[config.mk]
export PLATFORM = sky130hd
export DESIGN_NAME = inert_cmd_seq
export DESIGN_NICKNAME = d
export VERILOG_FILES = /design/src/rtl/inert_cmd_seq_pkg.sv /design/src/rtl/inert_cmd_seq_sync2.sv /design/src/rtl/inert_cmd_seq.sv
export SDC_FILE = /design/constraint.sdc
export NUM_CORES = 1
export LEC_CHECK = 0
export BUFFER_PORTS_ARGS = -buffer_cell sky130_fd_sc_hd__buf_2
export CELL_PAD_IN_SITES_DETAIL_PLACEMENT = 1
export CELL_PAD_IN_SITES_GLOBAL_PLACEMENT = 1
export CORE_MARGIN = 5
export CORE_UTILIZATION = 43
export CTS_BUF_LIST = sky130_fd_sc_hd__clkbuf_2
export DETAILED_ROUTE_END_ITERATION = 16
export PLACE_DENSITY = 0.8
export SLEW_MARGIN = 20
export SYNTH_ARGS = -nofsm -noshare
export SYNTH_HDL_FRONTEND = slang
export SYNTH_HIERARCHICAL = 1
export SYNTH_SLANG_ARGS = --single-unit
[constraint.sdc]
create_clock -name clk -period 1.7 [get_ports clk]
set_input_delay 0.17 -clock clk [delete_from_list [all_inputs] [get_ports clk]]
set_output_delay 0.17 -clock clk [all_outputs]
set_load 0.01 [all_outputs]
[src/rtl/inert_cmd_seq_pkg.sv]
// Shared types and command words for the inertial sensor command sequencer.
package inert_pkg;

  typedef enum logic [2:0] {
    PWR_WAIT,
    W1,
    W2,
    W3,
    IDLE,
    RDL,
    RDH
  } state_t;

  localparam logic [15:0] CMD_INT_EN   = 16'h0D02;
  localparam logic [15:0] CMD_GYRO_ODR = 16'h1160;
  localparam logic [15:0] CMD_GYRO_RND = 16'h1440;
  localparam logic [15:0] CMD_YAWL     = 16'hA600;
  localparam logic [15:0] CMD_YAWH     = 16'hA700;

endpackage

[src/rtl/inert_cmd_seq_sync2.sv]
// Two-flop synchronizer bringing the asynchronous sensor interrupt into clk.
module sync2 (
  input  logic clk,
  input  logic rst_n,
  input  logic d,
  output logic q
);

  logic meta;

  // Two back-to-back flops give metastability time to resolve
  always_ff @(posedge clk or negedge rst_n) begin
    if (!rst_n) begin
      meta <= 1'b0;
      q    <= 1'b0;
    end else begin
      meta <= d;
      q    <= meta;
    end
  end

endmodule

[src/rtl/inert_cmd_seq.sv]
// Inertial sensor command sequencer: configures the sensor after power-up,
// then reads the yaw-rate bytes on every data-ready interrupt.
module inert_cmd_seq #(
  parameter bit FAST_SIM = 1'b0
) (
  input  logic        clk,
  input  logic        rst_n,
  input  logic        INT,
  input  logic        done,
  input  logic [15:0] rd_data,
  output logic        wrt,
  output logic [15:0] cmd,
  output logic [15:0] yaw_rt,
  output logic        vld,
  output logic        cfg_done
);

  import inert_pkg::*;

  state_t      state;
  state_t      nxt_state;
  logic [15:0] timer;
  logic [7:0]  yaw_lo;
  logic        int_s;
  logic        pwr_ok;
  logic        cap_lo;
  logic        cap_yaw;
  logic        set_cfg;

  sync2 u_int_sync (
    .clk   (clk),
    .rst_n (rst_n),
    .d     (INT),
    .q     (int_s)
  );

  assign pwr_ok = FAST_SIM ? (&timer[8:0]) : (&timer);

  // Free-running power-up timer; only consulted while waiting after reset
  always_ff @(posedge clk or negedge rst_n) begin
    if (!rst_n) timer <= 16'h0000;
    else        timer <= timer + 16'd1;
  end

  // State register
  always_ff @(posedge clk or negedge rst_n) begin
    if (!rst_n) state <= PWR_WAIT;
    else        state <= nxt_state;
  end

  // Next-state logic; wrt fires on the cycle an issue state is left
  always_comb begin
    nxt_state = state;
    wrt       = 1'b0;
    cap_lo    = 1'b0;
    cap_yaw   = 1'b0;
    set_cfg   = 1'b0;
    case (state)
      PWR_WAIT: if (pwr_ok) begin nxt_state = W1;   wrt = 1'b1; end
      W1:       if (done)   begin nxt_state = W2;   wrt = 1'b1; end
      W2:       if (done)   begin nxt_state = W3;   wrt = 1'b1; end
      W3:       if (done)   begin nxt_state = IDLE; set_cfg = 1'b1; end
      IDLE:     if (int_s)  begin nxt_state = RDL;  wrt = 1'b1; end
      RDL:      if (done)   begin nxt_state = RDH;  wrt = 1'b1; cap_lo = 1'b1; end
      RDH:      if (done)   begin nxt_state = IDLE; cap_yaw = 1'b1; end
      default:  nxt_state = PWR_WAIT;
    endcase
  end

  // Command word is a pure function of the state that issues it
  always_comb begin
    cmd = 16'h0000;
    case (state)
      PWR_WAIT: cmd = CMD_INT_EN;
      W1:       cmd = CMD_GYRO_ODR;
      W2:       cmd = CMD_GYRO_RND;
      IDLE:     cmd = CMD_YAWL;
      RDL:      cmd = CMD_YAWH;
      default:  cmd = 16'h0000;
    endcase
  end

  // Capture the read bytes, publish the yaw rate with its strobe, latch cfg_done
  always_ff @(posedge clk or negedge rst_n) begin
    if (!rst_n) begin
      yaw_lo   <= 8'h00;
      yaw_rt   <= 16'h0000;
      vld      <= 1'b0;
      cfg_done <= 1'b0;
    end else begin
      vld <= cap_yaw;
      if (cap_lo)  yaw_lo   <= rd_data[7:0];
      if (cap_yaw) yaw_rt   <= {rd_data[7:0], yaw_lo};
      if (set_cfg) cfg_done <= 1'b1;
    end
  end

endmodule
# Word level (Yosys, flattened, before mapping)

Cells that the tools add are included.

Add/subtract/negate cells: 1
Equality and inequality tests: 12
Multiplexer cells: 15
Reduce and logical (&&, ||, !) cells: 5

Operator list:

| operator                                       | count |
|---|---|
| case mux 16 bit (5 select lines)               | 1 |
| 2-to-1 mux 3 bit                               | 6 |
| case mux 3 bit (6 select lines)                | 1 |
| adder 16 x 1 -> 16 bit (second input constant) | 1 |
| AND reduction 16 bit                           | 1 |
| == test 3 bit (second input constant)          | 3 |
| != test 2 bit (second input constant)          | 4 |
| == test 3 x 2 -> 1 bit (second input constant) | 2 |
| 2-to-1 mux 1 bit                               | 6 |
| AND reduction 6 bit                            | 1 |
| != test 2 x 1 -> 1 bit (second input constant) | 2 |
| == test 3 x 1 -> 1 bit (second input constant) | 1 |
| logical NOT 3 bit                              | 1 |
| case mux 1 bit (3 select lines)                | 1 |
| OR reduction 3 bit                             | 1 |
| OR reduction 2 bit                             | 1 |

Register bits after elaboration: 47
Input port bits: 20
Output and inout bits: 35
Word-level logic and storage cells: 41

# Depth between registers and ports, before layout

Gate-level depths: netlist of the first run.

Word-level depth: 4
Mapped depth: 5
Mapped depth without buffers: 5

# Modules after synthesis

The synthesis of the first run kept the hierarchy.

By module, submodules not included:

| module        | instances | cells an instance | area each (µm²) | sequential area each (µm²) |
|---|---|---|---|---|
| inert_cmd_seq | 1         | 154               | 1989.4          | 1126.1 |
| sync2         | 1         | 2                 | 50.0            | 50.0 |

# Least setup slack after synthesis of the first run

OpenSTA, ideal clock, no wires.

Kind: register to output
Start: register timer[0]
End: output port wrt
Arrival time: 1.537 ns
Required time: 1.530 ns
Slack: -0.007 ns
Stages on the path, launching flop included: 6
Path buffers: 0
Path through: dfrtp_1 ha_1 and4_1 nor2b_1 nand3_1 o41ai_1

Word-level cells in the longest chain between the ends: 3

RTL lines:

| what                            | line                | source |
|---|---|---|
| start, declared                 | inert_cmd_seq.sv:22 | `logic [15:0] timer;` |
| start signal, assigned          | inert_cmd_seq.sv:42 | `else timer <= timer + 16'd1;` |
| AND reduction 16 bit            | inert_cmd_seq.sv:37 | `assign pwr_ok = FAST_SIM ? (&timer[8:0]) : (&timer);` |
| 2-to-1 mux 1 bit                | inert_cmd_seq.sv:59 | `PWR_WAIT: if (pwr_ok) begin nxt_state = W1; wrt = 1'b1; end` |
| case mux 1 bit (3 select lines) | inert_cmd_seq.sv:58 | `case (state)` |
| end, declared                   | inert_cmd_seq.sv:11 | `output logic wrt,` |

Every way passes these cells.

# Worst setup path in the final report of the first run

Ends and elaborated chain as after synthesis.

==> results of run 1 <==
-- state kept, by name, summed over array words and instances, names as in the netlist --
name	flops
timer	16
yaw_rt	16
yaw_lo	8
state	3
cfg_done	1
u_int_sync/meta	1
u_int_sync/q	1
vld	1
-- power breakdown --
part	internal, uW	leakage [uW]	switching, uW
clock	257	0.0000436	380
sequential	1140	0.000620	11.5
combinational	51.4	0.000720	55.8
-- final cells by class --
| type | instances | area, sq um |
|---|---|---|
| clock inverter | 3 | 47.5 |
| clock buffer | 5 | 25.0 |
| tap | 54 | 67.6 |
| inverter | 4 | 15.0 |
| timing repair buffer | 69 | 473 |
| sequential | 47 | 1180 |
| multi-input combinational | 94 | 796 |
| fill | 490 | 2060 |
-- cells in the final DEF, fill, tap and decap left out, types with 4 or more instances in the layout --
| cell type | n |
|---|---|
| dfrtp_1 | 47 |
| buf_2 | 39 |
| mux2_2 | 15 |
| buf_4 | 15 |
| dlygate4sd3_1 | 10 |
| mux2_4 | 9 |
| xor2_1 | 7 |
| xnor2_1 | 7 |
| nand2_1 | 6 |
| conb_1 | 6 |
| nor2_1 | 5 |
| clkbuf_2 | 5 |
| nand3_1 | 4 |
| buf_6 | 4 |
-- layer usage --
metal / up-vias / wire length [microns] / GRT usage [%]
li1: 646 / - / -
met1: 708 / 1810 / 17.3
met5: - / 0 / 0
met2: 33 / 2670 / 30.6
met3: 6 / 195 / 3.63
met4: 0 / 70 / 6.19
-- synthesized netlist by cell type --
cell	count
nor2_1	6
a31o_2	1
buf_6	1
inv_2	1
clkbuf_1	2
inv_1	3
mux2_2	15
nand2b_1	2
nand4_1	3
o21ai_0	3
nor2b_1	4
nand2_1	6
buf_4	10
nor3_1	3
and3_1	2
a32o_1	1
o32a_2	1
o311ai_0	1
ha_1	1
and4_1	2
xnor2_1	7
mux2_4	9
dfrtp_1	47
a21boi_0	1
nor3b_1	1
a21oi_1	4
nand3_1	5
xor2_1	7
conb_1	1
o41ai_1	1
or3_1	2
buf_12	1
buf_2	2
-- worst paths after layout --
| check | to | slack, ns | cells after the start |
|---|---|---|---|
| min reg2reg | u_int_sync/q | 0.40 | 0 |
| max reg2reg | yaw_rt[15] | 0.06 | 4 |
| min in group asynchronous | yaw_rt[10] | 0.31 | 3 |
| min | cfg_done | 0.07 | 2 |
| max | wrt | -0.35 | 6 |
| max in group asynchronous | timer[2] | 0.98 | 3 |
-- kinds of logic (layout without fill, tap and decap cells) --
logic type / count (synthesis) / in the layout / synth area share, %
AOI/OAI and AO/OA: 13 / 13 / 4.42
xor gates and xnor gates: 14 / 14 / 6.01
adders and majority gates: 1 / 1 / 0.613
buffers and inverters: 20 / 81 / 6.81
DFF: 47 / 47 / 57.7
muxes: 24 / 24 / 14.9
other: 1 / 6 / 0.184
and+or+nand+nor: 36 / 36 / 9.39
-- metrics by stage --
stage | setup TNS [ns] | utilization (%)
floorplan | 0 | -
global placement | 0 | 48.9
detailed placement | 0 | 48.9
CTS | -0.402 | 53.6
global route | -1.18 | 55.8
finish | -0.623 | 55.8
-- worst max-delay path, stage by stage (launching register included) --
cell and delay (ns):
dfrtp_1 0.41, ha_1 0.17, and4_1 0.20, nor2b_4 0.17
nand3_2 0.11, o41ai_2 0.22, buf_2 0.18
-- repair_timing --
item,CTS,global route
pin swaps,1,1
setup buffers,3,7
cloned,0,0
endpoints found under the setup margin,5,11
gates resized for setup,6,9
endpoints found under the hold margin,64,0
hold buffers,10,0
==> flow_summary_export.csv, run 1 <==
group,metric,value,unit
outcome,outcome,"finished with violations",
outcome,violations,"setup timing",
floorplanning,core-area,4660,sq um
placed_design,dpl_cell_area,2280,sq um
synth,postSynthAreaPerCell,13.1,sq um
power_and_ir_drop,p_per_area,730,nW/um^2
synth,ys_types,33,
drt,drt_first_iter_violations,35,
clock_tree,clkSinkCount,47,
floorplanning,io_pins,55,
cells_and_area,area_growth,27.5,%
timing,setup_slack,-0.348,ns
grt,grt_pass1_vias,1559,
synth,syn_area,2040,sq um
worst_setup_path,required,1.53,ns
timing,hold_viol,0,
timing,setup_violations,3,
grt,grt_max_degree,48,
floorplanning,dieWidth,78.9,microns
placed_design,placed_cells,248,
timing,worstMarginPinSlew,0.575,ns
worst_setup_path,end_kind,"output pin",
power_and_ir_drop,p_leak,0.00138,uW
cells_and_area,layoutNonFillerInstCount,276,
drt,drc,0,
cells_and_area,diodes,0,
clock_tree,htree_levels,2,
cells_and_area,final_area,2600,sq um
floorplanning,rows,25,
clock_tree,clkTransAtPathRegs,0.24,ns
timing,whs,0.0700,ns
placed_design,dp_hpwl,3250,microns
floorplanning,dieHeight,78.9,microns
synth,netlist_top_cells_area,"dfrtp_1, mux2_2, mux2_4",
power_and_ir_drop,vdd_drop_max,490,uV
synth,synth-seq-cells,47,
timing,grt_setup_unrepaired,"yes",
synth,yosysTopAreaCellShare,57.7,%
worst_setup_path,criticalPathCategory,"flop to output pin",
clock_tree,cts_buffer_depth,2,
worst_setup_path,worstPathArrival,1.88,ns
worst_setup_path,startpoint_type,"flop",
synth,syn_inst,156,
clock_tree,clk_latency,0.45,ns
clock_tree,root_buffer,"clkbuf_2",
timing,worst_slew_margin_rel,61.6,%
cells_and_area,nets,242,
grt,grt_antenna_before_repair,0,
timing,period_minus_slack,2.05,ns
cells_and_area,drive_gt1_share,45.9,%
worst_setup_path,startpoint,"timer[0]",
run,cap_violations,0,
power_and_ir_drop,total_power,1900,uW
drt,ant_nets,0,
placed_design,globalplace.congestion,0.845,
grt,track_usage,16.1,%
timing,maxSlewViolCount,0,
timing,fmax,488,MHz
placed_design,port-buffer-count,40,
drt,dr.pass1.iters,4,
timing,skew,0.0303,ns
drt,viasPerCell,5.05,
clock_tree,cts_inserted_buffers,5,
drt,via_count,1393,
drt,wl,4750,microns
placed_design,pre_cts_ws,0.00236,ns
grt,grt_pass1_wl,7670,microns
min_path,hp-start,"done",
worst_setup_path,r2r_start,"state[0]",
min_path,worstHoldPathType,"input pin to flop",
timing,fin_crit_sh,120,%
synth,yosys_warnings,6,
floorplanning,fp.dieArea,6220,sq um
clock_tree,cts_tree,"yes",
grt,grt_overflow,0,
floorplanning,start_util,43.8,%
synth,yosys.area.top_type,"dfrtp_1",
worst_setup_path,cp_max_fo,2,
synth,synth-seq-area-share,57.7,%
drt,wl_per_cell,17.2,microns
Note: power is estimated with default switching activity, not from simulation.
==> run 2, diff against run 1 <==
Settings changed: BUFFER_PORTS_ARGS -buffer_cell sky130_fd_sc_hd__buf_2 to unset, CORE_UTILIZATION 43 to 51, DONT_BUFFER_PORTS set to 1, PLACE_DENSITY 0.8 to 0.78.
==> run 2 against run 1 <==
The flow still finishes with violations (setup timing). Hold slack got worse by 0.026 ns. Combinational power down 20%. Total power is 10% lower. Non-clock buffer count is 43 lower. Die area down 14%. Wire length down 11%. Core utilization is 3.4 points higher. Worst setup slack worse by 0.086 ns. Critical endpoint unchanged. Largest power group unchanged. Highest routed layer unchanged.
==> flow_summary_export.csv, run 2 (synthesis results as in run 1) <==
group,metric,value,unit
power_and_ir_drop,vdd_drop_max,490,uV
worst_setup_path,critPathMaxStageDelay,0.42,ns
timing,setup_slack,-0.434,ns
grt,use_met2,32.7,%
drt,drt_first_iter_violations,18,
timing,maxSlewViolCount,0,
timing,period_minus_slack,2.13,ns
timing,grt_setup_unrepaired,"yes",
clock_tree,clkTransAtPathRegs,0.25,ns
drt,wl_per_cell,18.4,microns
floorplanning,io_pins,55,
cells_and_area,nets,199,
clock_tree,cts_inserted_buffers,5,
cells_and_area,final_common_cell,"dfrtp_1",
drt,wl,4220,microns
worst_setup_path,worstPathArrival,1.96,ns
power_and_ir_drop,p_leak,0.00116,uW
grt,grt_pass1_wl,7210,microns
cells_and_area,drive_gt1_share,32.4,%
clock_tree,clk_latency,0.43,ns
worst_setup_path,startpoint,"timer[0]",
worst_setup_path,r2r_start,"state[1]",
drt,drc,0,
worst_setup_path,critPathSlowestCell,"dfrtp_1",
cells_and_area,layoutNonFillerInstCount,229,
floorplanning,core-area,3940,sq um
drt,dr.pass1.iters,3,
worst_setup_path,cp_max_fo,2,
floorplanning,dieWidth,73.2,microns
grt,busiest_layer,"met2",
cells_and_area,largestRegisters,"timer: 16 flops, yaw_rt: 16 flops, yaw_lo: 8 flops",
cells_and_area,area_growth,14.4,%
timing,skew,0.0237,ns
floorplanning,fp.dieArea,5360,sq um
clock_tree,clkSinkCount,47,
min_path,worstHoldPathType,"input pin to flop",
drt,ant_nets,0,
placed_design,placed_cells,206,
worst_setup_path,criticalPathCategory,"flop to output pin",
placed_design,port-buffer-count,0,
floorplanning,rows,23,
timing,fmax,469,MHz
floorplanning,dieHeight,73.2,microns
worst_setup_path,required,1.53,ns
worst_setup_path,cp_cell_sequence,"ha_2 > and4_4 > nor2b_4 > nand3_2 > o41ai_2 > buf_4",
grt,grt_pass1_vias,1400,
timing,fin_crit_sh,126,%
grt,grtUsageMet3,4.68,%
clock_tree,cts_tree,"yes",
floorplanning,start_util,51.7,%
timing,hold_viol,0,
worst_setup_path,end_kind,"output pin",
placed_design,globalplace.congestion,0.830,
worst_setup_path,startpoint_type,"flop",
timing,fin_tns_setup,-0.434,ns
outcome,outcome,"finished with violations",
run,cap_violations,0,
clock_tree,root_buffer,"clkbuf_2",
outcome,violations,"setup timing",
power_and_ir_drop,p_per_area,730,nW/um^2
cells_and_area,diodes,0,
power_and_ir_drop,total_power,1700,uW
cells_and_area,fillerInstances,397,
timing,whs,0.0436,ns
grt,grt_overflow,0,
grt,track_usage,18.3,%
grt,grt_max_degree,48,
clock_tree,htree_levels,2,
cells_and_area,final_cell_mix,"dfrtp_1, mux2_2, buf_4, dlygate4sd3_1, mux2_4",
min_path,hp-start,"done",
grt,grt_util_met1,20.8,%
grt,grt_antenna_before_repair,0,
clock_tree,cts_buffer_depth,2,
drt,viasPerCell,5.37,
placed_design,dp_hpwl,2790,microns
drt,via_count,1230,
timing,setup_violations,1,
## run 2: cell type report
cell class	instances	area [sq um]	share of cell area, %
Tap cell	50	62.6	2.68
Sequential cell	47	1180	50.4
Inverter	4	15.0	0.644
Clock buffer	5	25.0	1.07
Timing Repair Buffer	26	246	10.6
Multi-Input combinational cell	94	787	33.7
Clock inverter	3	20.0	0.858
## run 2: where the power goes
group | switching (uW) | internal [uW] | total [uW]
combinational | 42.1 | 43.2 | 85.4
clock | 359 | 98.8 | 457
sequential | 18.5 | 1140 | 1160
## run 2: path summary, 6_finish.rpt
check                                to  slack (ns)  cells past startpoint
hold / removal                 state[1]        0.04                      3
hold reg to reg            u_int_sync/q        0.38                      0
min in group asynchronous      timer[7]        0.19                      2
setup reg to reg              yaw_lo[2]        0.08                      3
max in group asynchronous     timer[12]        1.29                      2
setup / recovery                    wrt       -0.43                      6
## run 2: metrics by stage
| stage | utilization, % | setup WS, ns | cell area, sq um |
|---|---|---|---|
| floorplan | - | 0.117 | 2070 |
| global placement | 52.9 | 0.0974 | 2090 |
| detailed placement | 52.9 | -0.0131 | 2090 |
| CTS | 58.2 | -0.443 | 2290 |
| global route | 59.2 | -0.570 | 2330 |
| finish | 59.2 | -0.434 | 2330 |
## run 2: critical path: cells and delay by family (launching register included)
| kind | cells | cell delay (ns) |
|---|---|---|
| DFF | 1 | 0.42 |
| adders and majority gates | 1 | 0.20 |
| buffers and inverters | 1 | 0.18 |
| and+or+nand+nor | 3 | 0.52 |
| AOI/OAI and AO/OA | 1 | 0.24 |
## run 2: what timing repair did
action                                  CTS  global route
hold buffers                             12             0
hold endpoints to repair                 68             0
buffers inserted                          1             2
endpoints found under the setup margin    2             7
gates resized for setup                   5             6
## run 2: metal layers
metal | wire, microns | vias up | part of all wire, %
met5 | 0 | - | 0
met4 | 71 | 0 | 1.7
met3 | 233 | 7 | 5.5
met2 | 2330 | 25 | 55
met1 | 1590 | 633 | 38
li1 | - | 565 | -
==> run 3, diff against run 2 <==
==> constraint.sdc (replaced) <==
create_clock -name clk -period 1.7 [get_ports clk]
set_input_delay 0.255 -clock clk [delete_from_list [all_inputs] [get_ports clk]]
set_output_delay 0.255 -clock clk [all_outputs]
set_load 0.01 [all_outputs]
==> run 3 against run 2 <==
The flow still finishes with violations (setup timing). Clock skew shrank 0.0010 ns. Die area stayed put. Sequential power hardly changed. Hold slack gained 0.017 ns. Fmax decreased by 2.0%. Non-clock buffer count is 8 higher.
==> flow_summary_export.csv, run 3 (synthesis results as in run 1) <==
group,metric,value,unit
grt,grt_antenna_before_repair,0,
clock_tree,clkTransAtPathRegs,0.21,ns
timing,fin_crit_sh,128,%
worst_setup_path,end_kind,"output pin",
placed_design,pre_cts_ws,-0.0365,ns
min_path,timing.hold.worst_path_depth,2,
cells_and_area,final_cell_mix,"dfrtp_1, buf_4, mux2_2, dlygate4sd3_1, mux2_4",
run,cap_violations,0,
drt,wl_per_cell,18.8,microns
drt,dr.pass1.iters,6,
worst_setup_path,startpoint_type,"flop",
worst_setup_path,worstPathArrival,1.92,ns
clock_tree,root_buffer,"clkbuf_2",
placed_design,dp_hpwl,2810,microns
worst_setup_path,critPathSlowestCell,"dfrtp_1",
cells_and_area,largestRegisters,"timer: 16 flops, yaw_rt: 16 flops, yaw_lo: 8 flops",
floorplanning,start_util,51.7,%
clock_tree,cts_tree,"yes",
timing,fmax,459,MHz
power_and_ir_drop,p_leak,0.00122,uW
timing,hold_viol,0,
worst_setup_path,critPathMaxStageDelay,0.41,ns
outcome,violations,"setup timing",
outcome,outcome,"finished with violations",
floorplanning,io_pins,55,
worst_setup_path,critical-path-top-delay-family,"simple AND/OR/NAND/NOR gates",
cells_and_area,final_common_cell,"dfrtp_1",
worst_setup_path,r2r_cells,4,
timing,setup_slack,-0.478,ns
grt,grt_pass1_wl,6970,microns
timing,skew,0.0227,ns
clock_tree,cts_inserted_buffers,5,
power_and_ir_drop,p_per_area,705,nW/um^2
timing,grt_setup_unrepaired,"yes",
placed_design,dpl_cell_area,2100,sq um
placed_design,port-buffer-count,0,
placed_design,globalplace.congestion,0.825,
grt,grt_overflow,0,
cells_and_area,final_area,2440,sq um
cells_and_area,area_growth,19.5,%
worst_setup_path,required,1.44,ns
worst_setup_path,criticalPathCategory,"flop to output pin",
worst_setup_path,critPathBufInv,1,
worst_setup_path,cp_max_fo,2,
floorplanning,rows,23,
clock_tree,htree_levels,2,
clock_tree,cts_buffer_depth,2,
drt,ant_nets,0,
timing,whs,0.0603,ns
power_and_ir_drop,vdd_drop_max,507,uV
drt,wl,4460,microns
clock_tree,clk_latency,0.43,ns
timing,setup_violations,5,
floorplanning,core-area,3940,sq um
clock_tree,clkSinkCount,47,
cells_and_area,drive_gt1_share,38.5,%
cells_and_area,fillerInstances,383,
worst_setup_path,cp_cell_sequence,"ha_1 > and4_4 > nor2b_4 > nand3_2 > o41ai_2 > buf_4",
cells_and_area,diodes,0,
grt,track_usage,17.7,%
worst_setup_path,path_depth,6,
cells_and_area,nets,207,
floorplanning,dieWidth,73.2,microns
drt,drt_first_iter_violations,40,
drt,via_count,1291,
drt,drc,0,
drt,viasPerCell,5.45,
timing,fin_tns_setup,-0.699,ns
grt,grt_pass1_vias,1372,
timing,maxSlewViolCount,0,
floorplanning,fp.dieArea,5360,sq um
power_and_ir_drop,total_power,1720,uW
grt,grt_max_degree,48,
min_path,worstHoldPathType,"input pin to flop",
timing,period_minus_slack,2.18,ns
floorplanning,dieHeight,73.2,microns
[run 3: cell type report]
cell class / instances / area (sq um) / share of cell area, %
Clock buffer: 6 / 30.0 / 1.23
Clock inverter: 2 / 17.5 / 0.719
Tap cell: 50 / 62.6 / 2.57
Sequential cell: 47 / 1180 / 48.3
Multi-Input combinational cell: 94 / 821 / 33.7
Timing Repair Buffer: 34 / 314 / 12.9
Inverter: 4 / 15.0 / 0.616
[run 3: worst paths after layout]
kind	slack, ns	endpoint	start
hold / removal	0.06	state[1]	done
min in group asynchronous	0.30	yaw_rt[8]	rst_n
max in group asynchronous	1.17	state[1]	rst_n
hold reg to reg	0.38	u_int_sync/q	u_int_sync/meta
setup / recovery	-0.48	wrt	timer[1]
setup reg to reg	0.08	yaw_rt[12]	state[0]
[run 3: report_power, final]
part	total (uW)	switching [uW]	internal (uW)
clock network	472	359	114
registers	1160	19.2	1140
logic	86.5	43.2	43.3
[run 3: repair_timing]
action | CTS | global route
buffers inserted | 1 | 8
endpoints found under the setup margin | 3 | 8
pin swaps | 0 | 0
endpoints found under the hold margin | 66 | 0
hold buffers | 12 | 0
resized for setup | 9 | 11
[run 3: per-layer routing]
metal	track usage, %	up-vias	wire (microns)
li1	-	578	-
met1	18.5	674	1620
met2	34.2	32	2590
met3	4.68	7	215
met4	4.92	0	26
met5	0	-	0
[run 3: metrics by stage]
stage / util, % / std cells
final: 61.8 / 237
after global routing: 61.8 / 237
after CTS: 59.1 / 229
after detailed placement: 53.3 / 208
after global placement: 53.3 / 208
after floorplan: - / 161
